==> src/rtl/pr_codec_pkg.sv <==
// -----------------------------------------------------------------------------
// pr_codec_pkg
// Shared definitions for the sequenced 3-to-8 decoder slice.
//   - Widths of the encoded index, the one-hot word and one buffered entry.
//   - FSM state encoding used by pr_decoder3_8_seq.
//   - word_of(): maps {none, code} onto the one-hot output word.
// -----------------------------------------------------------------------------
package pr_codec_pkg;

   localparam int CODE_W   = 3;
   localparam int ONEHOT_W = 8;
   localparam int ENTRY_W  = CODE_W + 1;

   typedef logic [1:0] state_t;

   localparam state_t ST_IDLE  = 2'd0;
   localparam state_t ST_DRIVE = 2'd1;
   localparam state_t ST_GAP   = 2'd2;

   // One buffered entry; 'none' is the MSB so the raw FIFO word reads {none, code}.
   typedef struct packed {
      logic              none;
      logic [CODE_W-1:0] code;
   } entry_t;

   // A "none" entry still occupies a pulse slot but drives no bit.
   function automatic logic [ONEHOT_W-1:0] word_of(input logic              none,
                                                   input logic [CODE_W-1:0] code);
      logic [ONEHOT_W-1:0] word_v;
      word_v = {ONEHOT_W{1'b0}};
      if (none) begin
         word_v = {ONEHOT_W{1'b0}};
      end else begin
         word_v[code] = 1'b1;
      end
      return word_v;
   endfunction

endpackage

==> src/rtl/pr_codec_fifo.sv <==
// -----------------------------------------------------------------------------
// pr_codec_fifo
// Synchronous show-ahead FIFO holding {none, code} entries for the decoder.
// Ports:
//   clk, rst_n   : clock (rising edge), asynchronous active-low reset
//   push_i       : write din_i this edge (ignored while full)
//   pop_i        : discard the head entry this edge (ignored while empty)
//   din_i        : entry to store
//   dout_o       : current head entry (valid while !empty_o)
//   count_o      : occupancy, 0..FIFO_DEPTH
//   full_o       : count_o == FIFO_DEPTH
//   empty_o      : count_o == 0
// Full/empty come from the occupancy counter, so the pointers can wrap freely
// without an extra wrap bit.
// -----------------------------------------------------------------------------
module pr_codec_fifo
   import pr_codec_pkg::*;
#(
   parameter int FIFO_DEPTH = 4
) (
   input  logic                          clk,
   input  logic                          rst_n,
   input  logic                          push_i,
   input  logic                          pop_i,
   input  logic [ENTRY_W-1:0]            din_i,
   output logic [ENTRY_W-1:0]            dout_o,
   output logic [$clog2(FIFO_DEPTH):0]   count_o,
   output logic                          full_o,
   output logic                          empty_o
);

   localparam int PW = $clog2(FIFO_DEPTH);
   localparam int CW = PW + 1;

   localparam logic [PW-1:0] PTR_ONE  = PW'(1);
   localparam logic [PW-1:0] PTR_ZERO = PW'(0);
   localparam logic [CW-1:0] CNT_ONE  = CW'(1);
   localparam logic [CW-1:0] CNT_ZERO = CW'(0);
   localparam logic [CW-1:0] CNT_FULL = CW'(FIFO_DEPTH);

   logic [ENTRY_W-1:0] mem_q [FIFO_DEPTH];
   logic [PW-1:0]      wptr_q;
   logic [PW-1:0]      wptr_d;
   logic [PW-1:0]      rptr_q;
   logic [PW-1:0]      rptr_d;
   logic [CW-1:0]      count_q;
   logic [CW-1:0]      count_d;
   logic               full_s;
   logic               empty_s;
   logic               push_ok_s;
   logic               pop_ok_s;

   // Status flags and qualified push/pop strobes.
   always_comb begin
      full_s    = (count_q == CNT_FULL);
      empty_s   = (count_q == CNT_ZERO);
      push_ok_s = push_i && !full_s;
      pop_ok_s  = pop_i && !empty_s;
   end

   // Pointer and occupancy next-state; pointers wrap naturally at 2**PW.
   always_comb begin
      wptr_d  = wptr_q;
      rptr_d  = rptr_q;
      count_d = count_q;
      if (push_ok_s) begin
         wptr_d = wptr_q + PTR_ONE;
      end else begin
         wptr_d = wptr_q;
      end
      if (pop_ok_s) begin
         rptr_d = rptr_q + PTR_ONE;
      end else begin
         rptr_d = rptr_q;
      end
      case ({push_ok_s, pop_ok_s})
         2'b10:   count_d = count_q + CNT_ONE;
         2'b01:   count_d = count_q - CNT_ONE;
         default: count_d = count_q;
      endcase
   end

   // Pointer and occupancy registers.
   always_ff @(posedge clk or negedge rst_n) begin
      if (!rst_n) begin
         wptr_q  <= PTR_ZERO;
         rptr_q  <= PTR_ZERO;
         count_q <= CNT_ZERO;
      end else begin
         wptr_q  <= wptr_d;
         rptr_q  <= rptr_d;
         count_q <= count_d;
      end
   end

   // Entry storage; cleared on reset so no stale entry can ever be replayed.
   always_ff @(posedge clk or negedge rst_n) begin
      if (!rst_n) begin
         for (int i = 0; i < FIFO_DEPTH; i++) begin
            mem_q[i] <= {ENTRY_W{1'b0}};
         end
      end else if (push_ok_s) begin
         mem_q[wptr_q] <= din_i;
      end
   end

   assign dout_o  = mem_q[rptr_q];
   assign count_o = count_q;
   assign full_o  = full_s;
   assign empty_o = empty_s;

endmodule

==> src/rtl/pr_decoder3_8_seq.sv <==
// -----------------------------------------------------------------------------
// pr_decoder3_8_seq
// Sequenced 3-to-8 decoder. Encoded indices arrive over valid/ready, are
// buffered in pr_codec_fifo, and are replayed one at a time as a one-hot
// pulse of PULSE_LEN cycles followed by GAP_LEN all-zero cycles.
// Ports:
//   clk, rst_n  : clock (rising edge), asynchronous active-low reset
//   code_in     : encoded index 0..7
//   none_in     : entry carries no bit; its pulse slot drives all zeros
//   valid_in    : code_in/none_in offered this cycle
//   ready_out   : buffer can accept (not full)
//   data_out    : registered one-hot word
//   busy_out    : registered, high while a pulse or gap is being played
//   count_out   : buffer occupancy 0..FIFO_DEPTH
// Parameters: PULSE_LEN 1..255, GAP_LEN 0..255, FIFO_DEPTH power of 2, 2..16.
// -----------------------------------------------------------------------------
module pr_decoder3_8_seq
   import pr_codec_pkg::*;
#(
   parameter int PULSE_LEN  = 4,
   parameter int GAP_LEN    = 1,
   parameter int FIFO_DEPTH = 4
) (
   input  logic                          clk,
   input  logic                          rst_n,
   input  logic [CODE_W-1:0]             code_in,
   input  logic                          none_in,
   input  logic                          valid_in,
   output logic                          ready_out,
   output logic [ONEHOT_W-1:0]           data_out,
   output logic                          busy_out,
   output logic [$clog2(FIFO_DEPTH):0]   count_out
);

   // Counters hold "cycles remaining after this one", hence the -1 reloads.
   localparam logic [7:0] PULSE_RELOAD = 8'(PULSE_LEN - 1);
   localparam logic [7:0] GAP_RELOAD   = (GAP_LEN > 0) ? 8'(GAP_LEN - 1) : 8'd0;
   localparam bit         HAS_GAP      = (GAP_LEN > 0);

   state_t                 state_q;
   state_t                 state_d;
   logic [7:0]             pcnt_q;
   logic [7:0]             pcnt_d;
   logic [7:0]             gcnt_q;
   logic [7:0]             gcnt_d;
   logic [ONEHOT_W-1:0]    data_q;
   logic [ONEHOT_W-1:0]    data_d;
   logic                   busy_q;
   logic                   busy_d;

   logic                   push_s;
   logic                   pop_s;
   logic                   load_s;
   logic                   full_s;
   logic                   empty_s;
   entry_t                 in_entry_s;
   entry_t                 head_s;
   logic [ENTRY_W-1:0]     head_raw_s;

   assign in_entry_s = {none_in, code_in};
   assign head_s     = entry_t'(head_raw_s);
   assign push_s     = valid_in && !full_s;

   pr_codec_fifo #(
      .FIFO_DEPTH (FIFO_DEPTH)
   ) u_fifo (
      .clk     (clk),
      .rst_n   (rst_n),
      .push_i  (push_s),
      .pop_i   (pop_s),
      .din_i   (in_entry_s),
      .dout_o  (head_raw_s),
      .count_o (count_out),
      .full_o  (full_s),
      .empty_o (empty_s)
   );

   // State register together with the pulse/gap counters and registered outputs.
   always_ff @(posedge clk or negedge rst_n) begin
      if (!rst_n) begin
         state_q <= ST_IDLE;
         pcnt_q  <= 8'd0;
         gcnt_q  <= 8'd0;
         data_q  <= {ONEHOT_W{1'b0}};
         busy_q  <= 1'b0;
      end else begin
         state_q <= state_d;
         pcnt_q  <= pcnt_d;
         gcnt_q  <= gcnt_d;
         data_q  <= data_d;
         busy_q  <= busy_d;
      end
   end

   // Next-state logic; a "load" pops the head entry and starts a new pulse.
   always_comb begin
      state_d = state_q;
      pcnt_d  = pcnt_q;
      gcnt_d  = gcnt_q;
      pop_s   = 1'b0;
      load_s  = 1'b0;
      case (state_q)
         ST_IDLE: begin
            if (!empty_s) begin
               pop_s   = 1'b1;
               load_s  = 1'b1;
               pcnt_d  = PULSE_RELOAD;
               state_d = ST_DRIVE;
            end else begin
               state_d = ST_IDLE;
            end
         end
         ST_DRIVE: begin
            if (pcnt_q != 8'd0) begin
               pcnt_d = pcnt_q - 8'd1;
            end else if (HAS_GAP) begin
               gcnt_d  = GAP_RELOAD;
               state_d = ST_GAP;
            end else if (!empty_s) begin
               // No gap configured: next word follows back-to-back.
               pop_s   = 1'b1;
               load_s  = 1'b1;
               pcnt_d  = PULSE_RELOAD;
               state_d = ST_DRIVE;
            end else begin
               state_d = ST_IDLE;
            end
         end
         ST_GAP: begin
            if (gcnt_q != 8'd0) begin
               gcnt_d = gcnt_q - 8'd1;
            end else if (!empty_s) begin
               pop_s   = 1'b1;
               load_s  = 1'b1;
               pcnt_d  = PULSE_RELOAD;
               state_d = ST_DRIVE;
            end else begin
               state_d = ST_IDLE;
            end
         end
         default: begin
            // Unused encoding: fall back to a clean idle.
            state_d = ST_IDLE;
            pcnt_d  = 8'd0;
            gcnt_d  = 8'd0;
         end
      endcase
   end

   // Output logic; data is held only while a pulse still has cycles remaining.
   always_comb begin
      data_d = {ONEHOT_W{1'b0}};
      busy_d = (state_d != ST_IDLE);
      if (load_s) begin
         data_d = word_of(head_s.none, head_s.code);
      end else if ((state_q == ST_DRIVE) && (pcnt_q != 8'd0)) begin
         data_d = data_q;
      end else begin
         data_d = {ONEHOT_W{1'b0}};
      end
   end

   assign ready_out = !full_s;
   assign data_out  = data_q;
   assign busy_out  = busy_q;

endmodule
==> config.mk <==
export PLATFORM = sky130hd
export DESIGN_NAME = pr_decoder3_8_seq
export DESIGN_NICKNAME = d
export VERILOG_FILES = /design/src/rtl/pr_codec_pkg.sv /design/src/rtl/pr_codec_fifo.sv /design/src/rtl/pr_decoder3_8_seq.sv
export SDC_FILE = /design/constraint.sdc
export NUM_CORES = 1
export LEC_CHECK = 0
export BUFFER_PORTS_ARGS = -buffer_cell sky130_fd_sc_hd__buf_2
export CORE_MARGIN = 10
export CORE_UTILIZATION = 50
export DETAILED_ROUTE_END_ITERATION = 8
export GPL_ROUTABILITY_DRIVEN = 1
export PLACE_DENSITY_LB_ADDON = 0.12
export RECOVER_POWER = 50
export SKIP_LAST_GASP = 1
export SLEW_MARGIN = 20
export SYNTH_ARGS = -nofsm -noshare
export SYNTH_HDL_FRONTEND = slang
export SYNTH_SLANG_ARGS = --single-unit
==> constraint.sdc <==
create_clock -name clk -period 6.41 [get_ports clk]
set_input_delay 1.923 -clock clk [delete_from_list [all_inputs] [get_ports clk]]
set_output_delay 1.923 -clock clk [all_outputs]
set_load 0.03 [all_outputs]
==> results_dict.tcl, run 1 <==
set metrics [dict create \
    r2r_cells 11 \
    tightest_slew_ns 2.594 \
    drv_cap 1 \
    die_w_um 90.73 \
    critical_path_buf_inv_count 2 \
    n_antenna_cell 0 \
    synth_simple_gate_area_share_pct 14.26 \
    p_leak_nw 1.242 \
    place_congestion 0.8067 \
    final.min_clock_period_ns 3.990 \
    coreArea_um2 4786 \
    crit_arrival_ns 3.85 \
    violations "max-capacitance violations, max-slew violations" \
    ys.flop_type "dfrtp_1" \
    finalCritPeriodShare_pct 62.25 \
    synth_compound_area_share_pct 15.36 \
    hp-start "data_out[7]" \
    cts_inserted_buffers 5 \
    r2r-end "u_fifo.count_o[2]" \
    die_h_um 90.73 \
    io_pins 20 \
    syn-instance-count 217 \
    vdd_drop_max_uv 230.5 \
    crit_required_ns 6.27 \
    drc_errors 0 \
    fin_setup_tns_ns 0 \
    r2r_start "gcnt_q[0]" \
    netlist_area_um2 2501 \
    yosys-top-cells-count "50 x dfrtp_1, 16 x mux2_2, 15 x nand2_1, 14 x a21oi_1, 12 x nor2_1" \
    ff_latch_area_um2 1251 \
    setup_violations 0 \
    ys_warn_count 0 \
    drtIter0Drc 91 \
    numClockSinks 50 \
    viasPerCell 5.506 \
    fmax_mhz 250.6 \
    rrSetupSlack_ns 3.17 \
    multi_input_area_um2 1150 \
    wl_um 4687 \
    initial_utilization_pct 52.26 \
    yosysSeqAreaShare_pct 50.03 \
    status "complete, but fails checks" \
    hold_violations 0 \
    synth_edf_count 0 \
    fin_nets 256 \
    clock_latency_ns 0.30 \
    postCtsSetupBuffers 0 \
    cts_tree "done" \
    slew_viol_final 51 \
    yosysMostFrequentCell "dfrtp_1" \
    crit_chain "buf_2 -> clkbuf_1" \
    synth_seq_cells 50 \
    rsz0062_at_grt "no" \
    synthAdderAreaFrac_pct 4.802 \
    synth_top_family_by_area "compound AO/OA/AOI/OAI gates" \
    worst-setup-path-type "in -> async" \
    hold_depth 1 \
    drive_gt1_share_pct 20.75 \
    grt_max_degree 51 \
    drt_first_pass_iters 4 \
    grt_pass1_wl_um 8500 \
    path_max_fanout 50 \
    worstSetupEndpointType "async pin" \
    grt_pass1_vias 1778 \
    critPathLaunchType "primary input" \
    io_buffers 19 \
    clk_pin_slew_worst_paths_ns 0.09 \
    synth_xor_area_share_pct 2.101 \
    holdPathEnd "data_out[7]" \
    synthesis.nets 233 \
    ant_nets 0 \
    cts_buffer_depth 2 \
    yosysTopAreaCell "dfrtp_1" \
    min_path_type "reg -> reg" \
    vias 1696 \
    synthMuxAreaShare_pct 10.81 \
    path_delay_family "buffers and inverters" \
    cts-root-buf "clkbuf_8" \
    h-tree-depth 2 \
    antenna_found_initial 0 \
    slew_headroom_pct -72.93 \
    dp_cells 300 \
    p_total_mw 1.314 \
    syn_area_per_cell_um2 11.53 \
    async_reset_ff_share_pct 100.0 \
    fillerInstances 424 \
    cts_resized 0 \
    syn2layout_area_growth_pct 9.505 \
    gr-total-overflow 0 \
    drt-wirelength-per-cell_um 15.22 \
    fp.dieArea_um2 8231 \
    synth_cell_types 43 \
    ctsHoldBuffers 0 \
    rows 25 \
    cp_slowest_cell "clkbuf_1" \
    fin_skew_ns 0.007153 \
    finalNonFillerCells 308 \
    track_usage_pct 12.21 \
    synth_area_leaders "dfrtp_1 50%, mux2_2 7.2%, ha_1 4.0%, mux4_2 3.6%, a32o_1 3.2%" \
    slowest_delay_ns 1.84 \
    synth_top_area_share_pct 50.03 \
    cellPowerDensity_nw_per_um2 479.8 \
    dpl.hpwl_um 3411 \
]
-- routing by layer --
metal,up-vias,wire [um],GRT usage [%]
li1,837,-,-
met1,839,2167,14.91
met2,18,2383,20.73
met3,2,112,2.909
met4,0,23,3.581
met5,-,0,0
-- kinds of logic (layout without fill, tap and decap cells) --
kind of cell	after synthesis	count (layout)
and+or+nand+nor	63	63
muxes	20	20
xor gates and xnor gates	6	6
buffers and inverters	16	40
DFF	50	50
adders and majority gates	9	9
AOI/OAI and AO/OA	53	53
-- metrics by stage --
| step | hold WS (ns) | setup WS [ns] | cell area (um^2) | util (%) |
|---|---|---|---|---|
| 3_5_place_dp | 0.4781 | 2.927 | 2670 | 55.79 |
| 3_3_place_gp | 0.4699 | 2.961 | 2670 | 55.79 |
| 6_report | 0.4949 | 2.420 | 2739 | 57.23 |
| 5_1_grt | 0.5201 | 1.851 | 2739 | 57.23 |
| 2_1_floorplan | 0.4595 | 3.126 | 2501 | - |
| 4_1_cts | 0.4998 | 3.256 | 2780 | 58.09 |
-- layout make-up --
| type | instances | area share (%) |
|---|---|---|
| multi-input cells | 151 | 41.98 |
| well taps | 67 | 3.061 |
| repair buffers | 21 | 3.746 |
| clock inverters | 2 | 1.370 |
| inverters | 11 | 1.508 |
| clock buffers | 6 | 2.650 |
| flip-flops and latches | 50 | 45.68 |
-- registers in the layout, summed over array words and instances (netlist names) --
name,count
busy_out,1
data_out,8
gcnt_q,8
pcnt_q,8
state_q,2
u_fifo.count_o,3
u_fifo.mem_q,16
u_fifo.rptr_q,2
u_fifo.wptr_q,2
-- report_power, final --
part	total [mW]	switching [mW]	internal (mW)
Combinational	0.551	0.300	0.252
Clock	0.219	0.103	0.117
Sequential	0.543	0.111	0.432
-- worst max-delay path by stage --
stage / start / end / slack [ns] / cells past startpoint
after floorplan: valid_in / u_fifo.count_o[2] / 3.13 / 8
after global placement: valid_in / u_fifo.count_o[2] / 2.96 / 9
after detailed placement: valid_in / u_fifo.count_o[2] / 2.93 / 9
after CTS: valid_in / u_fifo.count_o[1] / 3.26 / 7
after global routing: rst_n / u_fifo.mem_q[15] / 1.85 / 2
final: rst_n / u_fifo.mem_q[15] / 2.42 / 2
-- cells in the final DEF (no fill, tap or decap), drive strengths merged, types with 9 or more instances in the layout --
master,Yosys,routed
o31ai,9,9
nor3,10,10
nor2,12,12
nand2,15,15
mux2,16,16
inv,11,11
buf,3,19
dfrtp,50,50
a21oi,14,14
Note: power is estimated with default switching activity, not from simulation.
==> inputs of run 2 (changes only) <==
==> constraint.sdc (replaced) <==
create_clock -name clk -period 3.5 [get_ports clk]
set_input_delay 1.05 -clock clk [delete_from_list [all_inputs] [get_ports clk]]
set_output_delay 1.05 -clock clk [all_outputs]
set_load 0.03 [all_outputs]
==> run 2 against run 1 <==
The run now ends clean. Flip-flop and latch count unchanged. Global-route usage fell by 0.45 points. Clock skew up 0.0026 ns. Routed wire length is 0.58% lower. Sequential power up 84%. Worst setup slack worse by 1.7 ns. Register-to-register slack worse by 2.4 ns. Critical path type is now reg -> reg. Critical endpoint is now u_fifo.count_o[2].
==> results_dict.tcl, run 2 (same netlist as run 1, synthesis figures left out) <==
set metrics [dict create \
    setup_violations 0 \
    antenna_found_initial 0 \
    numClockSinks 50 \
    p_leak_nw 1.261 \
    finalCritPeriodShare_pct 78.18 \
    rows 25 \
    grt_pass1_wl_um 8114 \
    slowest_delay_ns 0.46 \
    coreArea_um2 4786 \
    fillerInstances 412 \
    syn2layout_area_growth_pct 11.36 \
    cellPowerDensity_nw_per_um2 876.5 \
    track_usage_pct 11.76 \
    drc_errors 0 \
    fmax_mhz 365.4 \
    viasPerCell 5.534 \
    layout_commonest_cell "dfrtp_1" \
    cts_buffer_depth 2 \
    min_path_type "reg -> reg" \
    crit_required_ns 3.73 \
    cts_inserted_buffers 5 \
    n_antenna_cell 0 \
    die_w_um 90.73 \
    ctsHoldBuffers 0 \
    drt_first_pass_iters 4 \
    slew_viol_final 0 \
    io_pins 20 \
    final.min_clock_period_ns 2.736 \
    vias 1710 \
    grt_max_degree 51 \
    top_register "u_fifo.mem_q" \
    largest_reg_flops 16 \
    path_max_fanout 12 \
    io_buffers 19 \
    wl_um 4660 \
    dp_cells 301 \
    drive_gt1_share_pct 23.14 \
    drv_cap 0 \
    critPathLaunchType "flop" \
    layout_common_cells "50 x dfrtp_1, 19 x buf_2, 16 x mux2_2, 15 x nand2_1, 13 x a21oi_1" \
    cp_slowest_cell "or3b_1" \
    h-tree-depth 2 \
    cts-root-buf "clkbuf_8" \
    rrSetupSlack_ns 0.76 \
    ant_nets 0 \
    initial_utilization_pct 52.26 \
    fin_nets 257 \
    worst-setup-path-type "reg -> reg" \
    tightest_slew_ns 1.212 \
    rsz0062_at_grt "no" \
    cts_resized 0 \
    fp.dieArea_um2 8231 \
    worstSetupEndpointType "flop" \
    setup_ws_ns 0.7635 \
    drt-wirelength-per-cell_um 15.08 \
    crit_arrival_ns 2.97 \
    hold_violations 0 \
    critical_path_buf_inv_count 3 \
    pre_cts_ws_ns 0.7790 \
    grt_pass1_vias 1695 \
    drtIter0Drc 107 \
    status "finished clean" \
    slew_headroom_pct 19.17 \
    finalNonFillerCells 309 \
    place_congestion 0.8024 \
    path_delay_family "simple AND/OR/NAND/NOR gates" \
    fin_skew_ns 0.009784 \
    dpl.hpwl_um 3400 \
    die_h_um 90.73 \
    cts_tree "done" \
    fin_setup_tns_ns 0 \
    crit_chain "inv_1 -> ha_1 -> or3b_1 -> o21ai_1 -> and2_1 -> buf_4 -> ha_1 -> inv_1 -> fa_1 -> xor2_1 -> nor2_1 -> xor2_1" \
    clock_latency_ns 0.30 \
    vdd_drop_max_uv 387.4 \
    clk_pin_slew_worst_paths_ns 0.09 \
    postCtsSetupBuffers 0 \
    gr-total-overflow 0 \
]
-- run 2: changes by cell type in the layout (fill, tap and decap cells not counted), sizes merged --
cell	delta
buf	+1
-- run 2: cell type report --
class                      count  area [um^2]  area share, %
clock inverter                 2        37.54          1.348
inverter                      11        41.29          1.482
sequential                    50         1251          44.92
clock buffer                   6        72.57          2.606
tap                           67        83.83          3.010
multi-input combinational    151         1187          42.63
timing repair buffer          22        111.4          3.998
-- run 2: power breakdown --
group | switching (mW) | internal, mW | total (mW)
logic | 0.559 | 0.478 | 1.04
clock network | 0.189 | 0.213 | 0.403
registers | 0.211 | 0.791 | 1.00
-- run 2: path summary, 6_finish.rpt --
kind                                      to   startpoint  cells past startpoint
max reg2reg                u_fifo.count_o[2]    gcnt_q[0]                     12
max                        u_fifo.count_o[2]    gcnt_q[0]                     12
min in group asynchronous          gcnt_q[6]        rst_n                      2
min                              data_out[6]  data_out[6]                      1
min reg2reg                      data_out[6]  data_out[6]                      1
max in group asynchronous   u_fifo.wptr_q[0]        rst_n                      2
-- run 2: routing by layer --
metal / vias to the layer above / wire (um) / global-route usage [%]
met4: 0 / 61 / 3.979
met2: 15 / 2340 / 19.65
met5: - / 0 / 0
li1: 839 / - / -
met1: 850 / 2132 / 14.15
met3: 6 / 125 / 3.242
-- run 2: worst reg2reg max path, cell delays in order, from the launching register on --
cell and delay, ns:
dfrtp_1 0.43, inv_1 0.10, ha_1 0.13, or3b_1 0.46, o21ai_1 0.20, and2_1 0.14
buf_4 0.18, ha_1 0.20, inv_1 0.06, fa_1 0.37, xor2_1 0.15, nor2_1 0.11
xor2_1 0.15
-- run 2: per-stage QoR --
stage	utilization [%]	cell area (um^2)	total power, mW	hold WS (ns)
final	58.20	2785	2.441	0.5015
after global placement	55.95	2678	2.033	0.4837
after detailed placement	55.95	2678	2.059	0.4807
after CTS	58.25	2788	2.471	0.5030
after floorplan	-	2501	1.803	0.4595
after global routing	58.20	2785	2.634	0.5235
